**config.mk**
```make
export PLATFORM = sky130hd
export DESIGN_NAME = program_counter_rs
export DESIGN_NICKNAME = d
export VERILOG_FILES = /design/src/rtl/arch_defs_pkg.sv /design/src/rtl/pc_return_stack.sv /design/src/rtl/program_counter_rs.sv
export SDC_FILE = /design/constraint.sdc
export NUM_CORES = 1
export LEC_CHECK = 0
export ABC_AREA = 1
export ABC_CLOCK_PERIOD_IN_PS = 2670
export CAP_MARGIN = 20
export CORE_UTILIZATION = 41
export DETAILED_ROUTE_END_ITERATION = 8
export HOLD_SLACK_MARGIN = 0.1
export SYNTH_ARGS = -nofsm -noshare
export SYNTH_HDL_FRONTEND = slang
export SYNTH_SLANG_ARGS = --single-unit
```
**constraint.sdc**
```tcl
create_clock -name clk -period 2.67 [get_ports clk]
set_input_delay 0.534 -clock clk [delete_from_list [all_inputs] [get_ports clk]]
set_output_delay 0.534 -clock clk [all_outputs]
set_load 0.01 [all_outputs]
```
**src/rtl/arch_defs_pkg.sv**
```systemverilog
// Shared SAP-2 architecture constants and the program-counter action encoding.
package arch_defs_pkg;

  localparam int DATA_WIDTH     = 8;
  localparam int ADDR_WIDTH     = 16;
  localparam int PC_STACK_DEPTH = 4;

  typedef enum logic [2:0] {
    PC_HOLD,
    PC_INC,
    PC_BRANCH,
    PC_RET,
    PC_CALL,
    PC_JUMP
  } pc_action_t;

endpackage : arch_defs_pkg

```
**src/rtl/pc_return_stack.sv**
```systemverilog
// Hardware LIFO of return addresses with occupancy counter and full/empty status.
module pc_return_stack #(
  parameter int ADDR_W = 16,
  parameter int DEPTH  = 4
) (
  input  logic                         clk,
  input  logic                         reset,
  input  logic                         push,
  input  logic                         pop,
  input  logic [ADDR_W-1:0]            push_data,
  output logic [ADDR_W-1:0]            pop_data,
  output logic [$clog2(DEPTH+1)-1:0]   depth,
  output logic                         full,
  output logic                         empty
);

  localparam int DEPTH_W = $clog2(DEPTH + 1);
  localparam int PTR_W   = (DEPTH > 1) ? $clog2(DEPTH) : 1;

  logic [ADDR_W-1:0]  stack_q [DEPTH];
  logic [ADDR_W-1:0]  stack_d [DEPTH];
  logic [DEPTH_W-1:0] depth_q, depth_d;
  logic [PTR_W-1:0]   wr_ptr, rd_ptr;

  assign wr_ptr   = PTR_W'(depth_q);
  assign rd_ptr   = PTR_W'(depth_q - DEPTH_W'(1));
  assign full     = (depth_q == DEPTH_W'(DEPTH));
  assign empty    = (depth_q == '0);
  assign pop_data = stack_q[rd_ptr];
  assign depth    = depth_q;

  // NOTE: every variable gets its hold value first so no path leaves it unassigned (no latch).
  always_comb begin
    stack_d = stack_q;
    depth_d = depth_q;
    if (push && !full) begin
      stack_d[wr_ptr] = push_data;
      depth_d         = depth_q + DEPTH_W'(1);
    end else if (pop && !empty) begin
      depth_d = depth_q - DEPTH_W'(1);
    end
  end

  // NOTE: entries are only ever read below depth_q, so the array needs no reset.
  always_ff @(posedge clk) begin
    stack_q <= stack_d;
  end

  // NOTE: sequential state uses non-blocking assignments so all flops update together.
  always_ff @(posedge clk) begin
    if (reset) depth_q <= '0;
    else       depth_q <= depth_d;
  end

endmodule : pc_return_stack

```
**src/rtl/program_counter_rs.sv**
```systemverilog
// SAP-2 program counter: staged jump, call/return stack, byte read-out.
// Optional signed relative branch enabled by defining PC_REL_BRANCH_EN.
module program_counter_rs
  import arch_defs_pkg::*;
#(
  parameter int                     ADDR_W       = ADDR_WIDTH,
  parameter int                     DATA_W       = DATA_WIDTH,
  parameter int                     STACK_DEPTH  = PC_STACK_DEPTH,
  parameter logic [ADDR_W-1:0]      RESET_VECTOR = '0
) (
  input  logic                               clk,
  input  logic                               reset,
  input  logic                               enable,
  input  logic                               load_low_byte,
  input  logic                               load_high_byte,
  input  logic                               jump,
  input  logic                               call,
  input  logic                               ret,
  input  logic                               branch_rel,
  input  logic                               output_high_byte,
  input  logic                               output_low_byte,
  input  logic                               clear_err,
  input  logic [DATA_W-1:0]                  counter_in,
  output logic [ADDR_W-1:0]                  counter_out,
  output logic [DATA_W-1:0]                  counter_byte_out,
  output logic [$clog2(STACK_DEPTH+1)-1:0]   stack_depth,
  output logic                               stack_overflow,
  output logic                               stack_underflow
);

  localparam int HI_W = ADDR_W - DATA_W;

  pc_action_t        action;
  logic [ADDR_W-1:0] pc_q, pc_d;
  logic [ADDR_W-1:0] staging_q, staging_d;
  logic [DATA_W-1:0] byte_q, byte_d;
  logic              overflow_q, overflow_d;
  logic              underflow_q, underflow_d;
  logic              push, pop, stk_full, stk_empty;
  logic [ADDR_W-1:0] pop_data;

`ifdef PC_REL_BRANCH_EN
  logic [ADDR_W-1:0] branch_offset;
  assign branch_offset = {{HI_W{counter_in[DATA_W-1]}}, counter_in};
`else
  logic unused_branch_rel;
  assign unused_branch_rel = branch_rel;
`endif

  always_comb begin
    action = PC_HOLD;
    if      (jump)       action = PC_JUMP;
    else if (call)       action = PC_CALL;
    else if (ret)        action = PC_RET;
`ifdef PC_REL_BRANCH_EN
    else if (branch_rel) action = PC_BRANCH;
`endif
    else if (enable)     action = PC_INC;
  end

  assign push = (action == PC_CALL) && !stk_full;
  assign pop  = (action == PC_RET)  && !stk_empty;

  always_comb begin
    pc_d = pc_q;
    case (action)
      PC_INC:    pc_d = pc_q + ADDR_W'(1);
`ifdef PC_REL_BRANCH_EN
      PC_BRANCH: pc_d = pc_q + branch_offset;
`endif
      PC_RET:    if (!stk_empty) pc_d = pop_data;
      PC_CALL,
      PC_JUMP:   pc_d = staging_q;
      default:   pc_d = pc_q;
    endcase
  end

  // An error event in the same cycle as clear_err leaves the flag set.
  always_comb begin
    overflow_d  = clear_err ? 1'b0 : overflow_q;
    underflow_d = clear_err ? 1'b0 : underflow_q;
    if (action == PC_CALL && stk_full)  overflow_d  = 1'b1;
    if (action == PC_RET  && stk_empty) underflow_d = 1'b1;
  end

  always_comb begin
    staging_d = staging_q;
    if (load_low_byte)  staging_d[DATA_W-1:0]      = counter_in;
    if (load_high_byte) staging_d[ADDR_W-1:DATA_W] = counter_in[HI_W-1:0];
  end

  always_comb begin
    byte_d = byte_q;
    if      (output_high_byte) byte_d = DATA_W'(pc_q[ADDR_W-1:DATA_W]);
    else if (output_low_byte)  byte_d = pc_q[DATA_W-1:0];
  end

  always_ff @(posedge clk) begin
    if (reset) begin
      pc_q        <= RESET_VECTOR;
      staging_q   <= '0;
      byte_q      <= '0;
      overflow_q  <= 1'b0;
      underflow_q <= 1'b0;
    end else begin
      pc_q        <= pc_d;
      staging_q   <= staging_d;
      byte_q      <= byte_d;
      overflow_q  <= overflow_d;
      underflow_q <= underflow_d;
    end
  end

  pc_return_stack #(
    .ADDR_W (ADDR_W),
    .DEPTH  (STACK_DEPTH)
  ) u_stack (
    .clk       (clk),
    .reset     (reset),
    .push      (push),
    .pop       (pop),
    .push_data (pc_q),
    .pop_data  (pop_data),
    .depth     (stack_depth),
    .full      (stk_full),
    .empty     (stk_empty)
  );

  assign counter_out      = pc_q;
  assign counter_byte_out = byte_q;
  assign stack_overflow   = overflow_q;
  assign stack_underflow  = underflow_q;

endmodule : program_counter_rs
```
==> impl_metrics.py, run 1 <==
metrics = {
    "synth": {
        "post_synthesis_compound_gate_area_fraction_pct": 12.40,
        "synth_xor_area_share_pct": 0.3633,
        "synth.net_count": 560,
        "syn_avg_cell_area_um2": 9.047,
        "dominant_combinational_cell_family_by_area_after_synthesis": "simple AND/OR/NAND/NOR gates",
        "yosys.cell_types.count": 31,
        "synthesis.yosys.warnings": 0,
        "seq_area_frac_synth_pct": 58.54,
        "post_synth_mux_area_share_pct": 0,
        "post_synth_and_or_nand_nor_area_fraction_pct": 21.38,
        "postSynthRegisterBits": 109,
        "synth_adder_area_share_pct": 1.816,
        "cells_after_synth": 533,
        "mappedNetlistArea_um2": 4822,
    },
    "timing": {
        "period_share_pct": 82.13,
        "timing.clock.skew_ns": 0.006735,
        "setup_viol": 0,
        "rsz0062_at_grt": "no",
        "final_period_minus_worst_setup_slack_ns": 2.193,
        "hold_viol": 0,
        "timing.setup.tns_ns": 0,
        "max_clock_freq_mhz": 456.0,
        "slew_violations": 0,
        "worst_slew_pin_slew_ns": 0.5393,
        "max_slew_margin_pct": 63.99,
    },
    "grt": {
        "grt_use_met1_pct": 28.06,
        "pin_count_of_the_biggest_net_entering_global_routing": 38,
        "grt.overflow.total": 0,
        "grt_first_pass_wirelength_um": 19710,
        "grt-busiest-layer": "met2",
        "antenna_found_initial": 0,
        "grt_util_met2_pct": 32.51,
        "gr-usage-met3_pct": 3.128,
        "globalRouteTotalUtil_pct": 20.64,
        "first_global_vias": 3792,
    },
    "worst_setup_path": {
        "cpPeakStageDelay_ns": 0.61,
        "critical_path_peak_fanout": 37,
        "worst-endpoint-required_ns": 2.14,
        "cp.arrival_ns": 1.66,
        "start_kind": "flop",
        "criticalPathCategory": "reg2out",
        "crit_path_end_kind": "output port",
        "cp_slowest_cell": "sky130_fd_sc_hd__clkdlybuf4s50_1",
        "critical_path.cell_chain": "buf_4, clkdlybuf4s50_1",
        "rrSetupSlack_ns": 0.67,
    },
    "routing": {
        "wl_um": 12090,
        "wl_per_cell_um": 16.54,
        "detail_route.iter0.violations": 252,
        "via_per_inst": 5.286,
        "detailroute.via_count": 3864,
        "drc": 0,
        "ant_nets": 0,
        "drtPass1Iterations": 5,
    },
    "floorplanning": {
        "start_util_pct": 42.23,
        "placeableCoreArea_um2": 11420,
        "dieArea_um2": 12200,
        "die_width_um": 110.5,
        "die_height_um": 110.5,
        "rows": 39,
        "io_pins": 49,
    },
    "clock_tree": {
        "number_of_setup_buffers_added_after_cts": 0,
        "clock_path_buffers": 2,
        "tritoncts_clock_tree": "done",
        "tritoncts_num_sinks": 109,
        "cts_resized": 0,
        "ctsRootBufferMaster": "sky130_fd_sc_hd__clkbuf_16",
        "clk-insertion-delay-late_ns": 0.35,
        "cts.hold.buffers_added": 0,
        "htree_levels": 3,
        "clkTransAtPathRegs_ns": 0.07,
        "cts_inserted_buffers": 9,
    },
    "placed_design": {
        "place_inst": 715,
        "dp_hpwl_um": 8241,
        "gpl.final_weighted_congestion": 0.8533,
        "io_buffers": 47,
    },
    "pwr": {
        "peak_supply_drop_mv": 0.3389,
        "cellLeakagePower_nw": 2.198,
        "power_density_nw_per_um2": 661.2,
    },
    "cells_and_area": {
        "final_nets": 610,
        "seq_area_um2": 2823,
        "multi_input_comb_area_um2": 1737,
        "diodes_inserted": 0,
        "final_util_pct": 50.54,
        "final.fill_count": 1046,
        "syn_to_final_growth_pct": 19.67,
        "final_cells": 731,
        "final_layout_size_suffix_gt1_share_pct": 7.143,
    },
    "run": {
        "cap_viol_max_count": 0,
    },
    "outcome": {
        "run_status": "complete, no violations",
    },
    "worst_hold_path": {
        "hold_path_class": "reg2reg",
    },
}
per-layer routing:
layer | routed length (um) | vias to the layer above
met5 | 0 | -
met4 | 274 | 0
met3 | 524 | 18
met2 | 5614 | 103
met1 | 5679 | 1829
li1 | - | 1914
critical path, delay by kind of cell (launching register included):
family,cells,cell delay (ns)
buf+inv,2,0.97
flops,1,0.34
logic make-up after synthesis:
family | Yosys count
flip-flops | 109
XOR/XNOR | 2
AND/OR/NAND/NOR | 246
adder cells (fa/ha/maj) | 7
buffers and inverters | 60
AO/OA/AOI/OAI | 109
final timing paths:
path / startpoint / endpoint / cells past startpoint
hold reg to reg: stack_overflow / stack_overflow / 2
hold / removal: stack_overflow / stack_overflow / 2
setup reg to reg: u_stack.depth[1] / u_stack.stack_q[62] / 6
setup / recovery: u_stack.depth[0] / stack_depth[0] / 2
flip-flops by register name (all words and copies together) (netlist names):
| name | cells |
|---|---|
| staging_q | 16 |
| counter_byte_out | 8 |
| u_stack.stack_q | 64 |
| u_stack.depth | 3 |
| counter_out | 16 |
| stack_underflow | 1 |
| stack_overflow | 1 |
power breakdown:
part           switching (mW)  leakage [nW]  internal, mW
clock network           0.616         0.153         0.752
logic                   0.295          1.08         0.200
registers              0.0829         0.968          1.87
metrics by stage:
stage | instance area [um2] | hold slack (ns) | power [mW] | worst slack (ns)
3_5_place_dp | 5459 | 0.4597 | 2.486 | 0.3879
3_3_place_gp | 5459 | 0.4553 | 2.477 | 0.4083
5_1_grt | 5771 | 0.4913 | 3.975 | 0.4057
6_report | 5771 | 0.4652 | 3.816 | 0.4770
2_1_floorplan | 4825 | 0.4289 | 2.258 | 0.05072
4_1_cts | 5771 | 0.4690 | 3.841 | 0.4483
synthesized netlist by cell type:
master	n	area [um2]
sky130_fd_sc_hd__nand2_1	119	446.7
sky130_fd_sc_hd__nor2_1	76	285.3
sky130_fd_sc_hd__edfxtp_1	64	1922
sky130_fd_sc_hd__dfxtp_1	45	900.9
sky130_fd_sc_hd__o21ai_0	44	220.2
sky130_fd_sc_hd__a21oi_1	41	205.2
sky130_fd_sc_hd__nand3_1	38	190.2
sky130_fd_sc_hd__inv_1	32	120.1
sky130_fd_sc_hd__buf_2	12	60.06
sky130_fd_sc_hd__o221ai_1	8	70.07
sky130_fd_sc_hd__a31oi_1	7	43.79
sky130_fd_sc_hd__ha_1	7	87.58
sky130_fd_sc_hd__clkbuf_1	6	22.52
sky130_fd_sc_hd__o22ai_1	5	31.28
sky130_fd_sc_hd__inv_2	4	15.01
sky130_fd_sc_hd__nand4_1	4	25.02
sky130_fd_sc_hd__nand2_4	3	33.78
sky130_fd_sc_hd__buf_4	2	15.01
sky130_fd_sc_hd__buf_6	2	22.52
sky130_fd_sc_hd__nor3_1	2	10.01
sky130_fd_sc_hd__or2_2	2	12.51
sky130_fd_sc_hd__a21o_1	1	7.510
sky130_fd_sc_hd__clkinv_1	1	3.750
sky130_fd_sc_hd__inv_4	1	6.260
sky130_fd_sc_hd__nand3b_1	1	7.510
sky130_fd_sc_hd__nor2_8	1	20.02
sky130_fd_sc_hd__o21ai_1	1	5.000
sky130_fd_sc_hd__o21bai_1	1	7.510
sky130_fd_sc_hd__o31ai_1	1	7.510
sky130_fd_sc_hd__xnor2_1	1	8.760
sky130_fd_sc_hd__xor2_1	1	8.760
layout by cell type (no fill, tap or decap), types with 5 or more instances in the layout:
cell type                           n
sky130_fd_sc_hd__a21oi_1           41
sky130_fd_sc_hd__a31oi_1            7
sky130_fd_sc_hd__buf_4             14
sky130_fd_sc_hd__clkbuf_16         10
sky130_fd_sc_hd__clkdlybuf4s50_1   47
sky130_fd_sc_hd__dfxtp_1           45
sky130_fd_sc_hd__edfxtp_1          64
sky130_fd_sc_hd__ha_1               7
sky130_fd_sc_hd__inv_1             32
sky130_fd_sc_hd__nand2_1          119
sky130_fd_sc_hd__nand3_1           38
sky130_fd_sc_hd__nor2_1            75
sky130_fd_sc_hd__o21ai_0           44
sky130_fd_sc_hd__o221ai_1           8
sky130_fd_sc_hd__o22ai_1            5
layout make-up:
| type | count | share of cell area [%] |
|---|---|---|
| sequential | 109 | 48.92 |
| multi-input combinational | 364 | 30.10 |
| timing repair buffer | 61 | 9.974 |
| clock buffer | 12 | 4.814 |
| tap | 143 | 3.101 |
| inverter | 38 | 2.515 |
| clock inverter | 4 | 0.5854 |
Power figures use the tool's default switching activity.
==> run 2: changes to the inputs <==
--- a/config.mk
+++ b/config.mk
@@ -6,7 +6,7 @@
 export NUM_CORES = 1
 export LEC_CHECK = 0
 export ABC_AREA = 1
-export ABC_CLOCK_PERIOD_IN_PS = 2670
+export ABC_CLOCK_PERIOD_IN_PS = 2200
 export CAP_MARGIN = 20
 export CORE_UTILIZATION = 41
 export DETAILED_ROUTE_END_ITERATION = 8
==> constraint.sdc (replaced) <==
create_clock -name clk -period 2.2 [get_ports clk]
set_input_delay 0.44 -clock clk [delete_from_list [all_inputs] [get_ports clk]]
set_output_delay 0.44 -clock clk [all_outputs]
set_load 0.01 [all_outputs]
==> run 2 against run 1 <==
Compared with the run above: cell count rose by 1.5%; clock skew about the same; setup slack got worse by 0.40 ns; sequential power increased by 20%; via count is 1.3% higher; first-iteration DRC count is 0.79% higher; critical endpoint unchanged.
==> impl_metrics.py, run 2 (synthesis gave the netlist of run 1 again) <==
metrics = {
    "outcome": {
        "run_status": "complete, no violations",
    },
    "placed_design": {
        "place_inst": 726,
        "post-place-ws_ns": 0.1730,
        "dp_hpwl_um": 8201,
        "io_buffers": 47,
        "gpl.final_weighted_congestion": 0.8274,
        "dpl-instance-area_um2": 5640,
    },
    "timing": {
        "final_period_minus_worst_setup_slack_ns": 2.123,
        "slew_violations": 0,
        "timing.clock.skew_ns": 0.006604,
        "setup_viol": 0,
        "timing.setup.tns_ns": 0,
        "max_clock_freq_mhz": 471.0,
        "rsz0062_at_grt": "no",
        "worst_slack_ns": 0.07678,
        "worst_slew_pin_slew_ns": 0.4202,
        "hold_viol": 0,
        "period_share_pct": 96.51,
        "finalHoldWorstSlack_ns": 0.4533,
        "max_slew_margin_pct": 71.96,
    },
    "floorplanning": {
        "start_util_pct": 42.23,
        "die_width_um": 110.5,
        "placeableCoreArea_um2": 11420,
        "io_pins": 49,
        "dieArea_um2": 12200,
        "die_height_um": 110.5,
        "rows": 39,
    },
    "cells_and_area": {
        "final_util_pct": 51.99,
        "final_nets": 621,
        "finished_layout_cell_area_um2": 5937,
        "diodes_inserted": 0,
        "final.fill_count": 1051,
        "layout.cells.most_common": "sky130_fd_sc_hd__nand2_1",
        "final_layout_size_suffix_gt1_share_pct": 9.349,
        "largest_register": "u_stack.stack_q",
        "largest_reg_flops": 64,
        "mostFrequentLayoutCells": "sky130_fd_sc_hd__nand2_1 (119), sky130_fd_sc_hd__nor2_1 (72), sky130_fd_sc_hd__edfxtp_1 (64)",
        "syn_to_final_growth_pct": 23.12,
        "final_cells": 742,
    },
    "pwr": {
        "power.sequential.fraction_pct": 50.6,
        "sw_frac_of_total_pct": 25.12,
        "net-switching-power_mw": 1.162,
        "peak_supply_drop_mv": 0.4723,
        "p_int_mw": 3.465,
        "cellLeakagePower_nw": 2.255,
        "power.total_mw": 4.627,
        "power_density_nw_per_um2": 779.4,
        "power.share.clock_pct": 34.7,
        "power.combinational.fraction_pct": 14.7,
    },
    "routing": {
        "wl_um": 12110,
        "detail_route.iter0.violations": 254,
        "detailroute.via_count": 3915,
        "via_per_inst": 5.276,
        "drc": 0,
        "ant_nets": 0,
        "drtPass1Iterations": 4,
        "wl_per_cell_um": 16.31,
    },
    "worst_setup_path": {
        "r2r.worst_path.cells": 8,
        "criticalPathCategory": "reg2out",
        "start_kind": "flop",
        "worst-endpoint-required_ns": 1.76,
        "critical_path_peak_fanout": 37,
        "critical_path.cell_chain": "buf_4, clkdlybuf4s50_1",
        "cp_slowest_cell": "sky130_fd_sc_hd__clkdlybuf4s50_1",
        "worst_setup_path_startpoint": "u_stack.depth[0]",
        "cp.arrival_ns": 1.68,
        "cpPeakStageDelay_ns": 0.62,
        "timing.rr.start": "u_stack.depth[1]",
        "crit_path_end_kind": "output port",
    },
    "grt": {
        "grt_first_pass_wirelength_um": 19570,
        "globalRouteTotalUtil_pct": 20.66,
        "first_global_vias": 3690,
        "antenna_found_initial": 0,
        "pin_count_of_the_biggest_net_entering_global_routing": 40,
        "grt.overflow.total": 0,
    },
    "clock_tree": {
        "cts_inserted_buffers": 9,
        "cts.hold.buffers_added": 0,
        "htree_levels": 3,
        "clock_path_buffers": 2,
        "clkTransAtPathRegs_ns": 0.07,
        "clk-insertion-delay-late_ns": 0.34,
        "number_of_setup_buffers_added_after_cts": 0,
        "tritoncts_num_sinks": 109,
        "cts_resized": 0,
        "tritoncts_clock_tree": "done",
        "ctsRootBufferMaster": "sky130_fd_sc_hd__clkbuf_16",
    },
    "worst_hold_path": {
        "hold_path_class": "reg2reg",
        "timing.hold.worst_path_depth": 2,
        "min-delay-start": "staging_q[1]",
    },
    "run": {
        "cap_viol_max_count": 0,
    },
}
==> run 2: cell count changes in the layout (fill, tap and decap cells not counted), sizes merged <==
| cell | delta |
|---|---|
| inv | -3 |
| clkbuf | +1 |
| bufinv | +1 |
| clkinv | +1 |
| buf | +11 |
==> run 2: worst max-delay path, delay by kind of cell (launching register included) <==
kind / cells / cell delay [ns]
DFF: 1 / 0.36
buffers and inverters: 2 / 0.99
==> run 2: power by group through the flow <==
stage                     Sequential [mW]  Clock, mW  Combinational, mW
after CTS                            2.34       1.63              0.683
after global placement               2.38          0              0.669
after detailed placement             2.38          0              0.678
final                                2.34       1.61              0.682
after floorplan                      2.40          0              0.351
after global routing                 2.35       1.71              0.751
==> run 2: layer usage <==
metal | part of all wire [%] | global-route usage (%) | vias up | wire (um)
met3 | 5.0 | 3.897 | 21 | 603
met5 | 0 | 0 | - | 0
met4 | 2.6 | 8.622 | 0 | 318
li1 | - | - | 1941 | -
met1 | 47 | 28.12 | 1842 | 5693
met2 | 45 | 32.34 | 111 | 5489
==> run 2: cell type report <==
class	instances	area (um2)	share of cell area, %
inverters	38	147.6	2.487
clock buffers	13	250.2	4.215
clock inverters	3	46.29	0.7798
repair buffers	72	708.2	11.93
well taps	143	178.9	3.014
multi-input cells	364	1779	29.97
flip-flops and latches	109	2826	47.61
==> run 2: final timing paths <==
check	endpoint	slack, ns
hold reg to reg	staging_q[1]	0.45
setup / recovery	stack_depth[0]	0.08
setup reg to reg	counter_out[10]	0.28
hold / removal	staging_q[1]	0.45
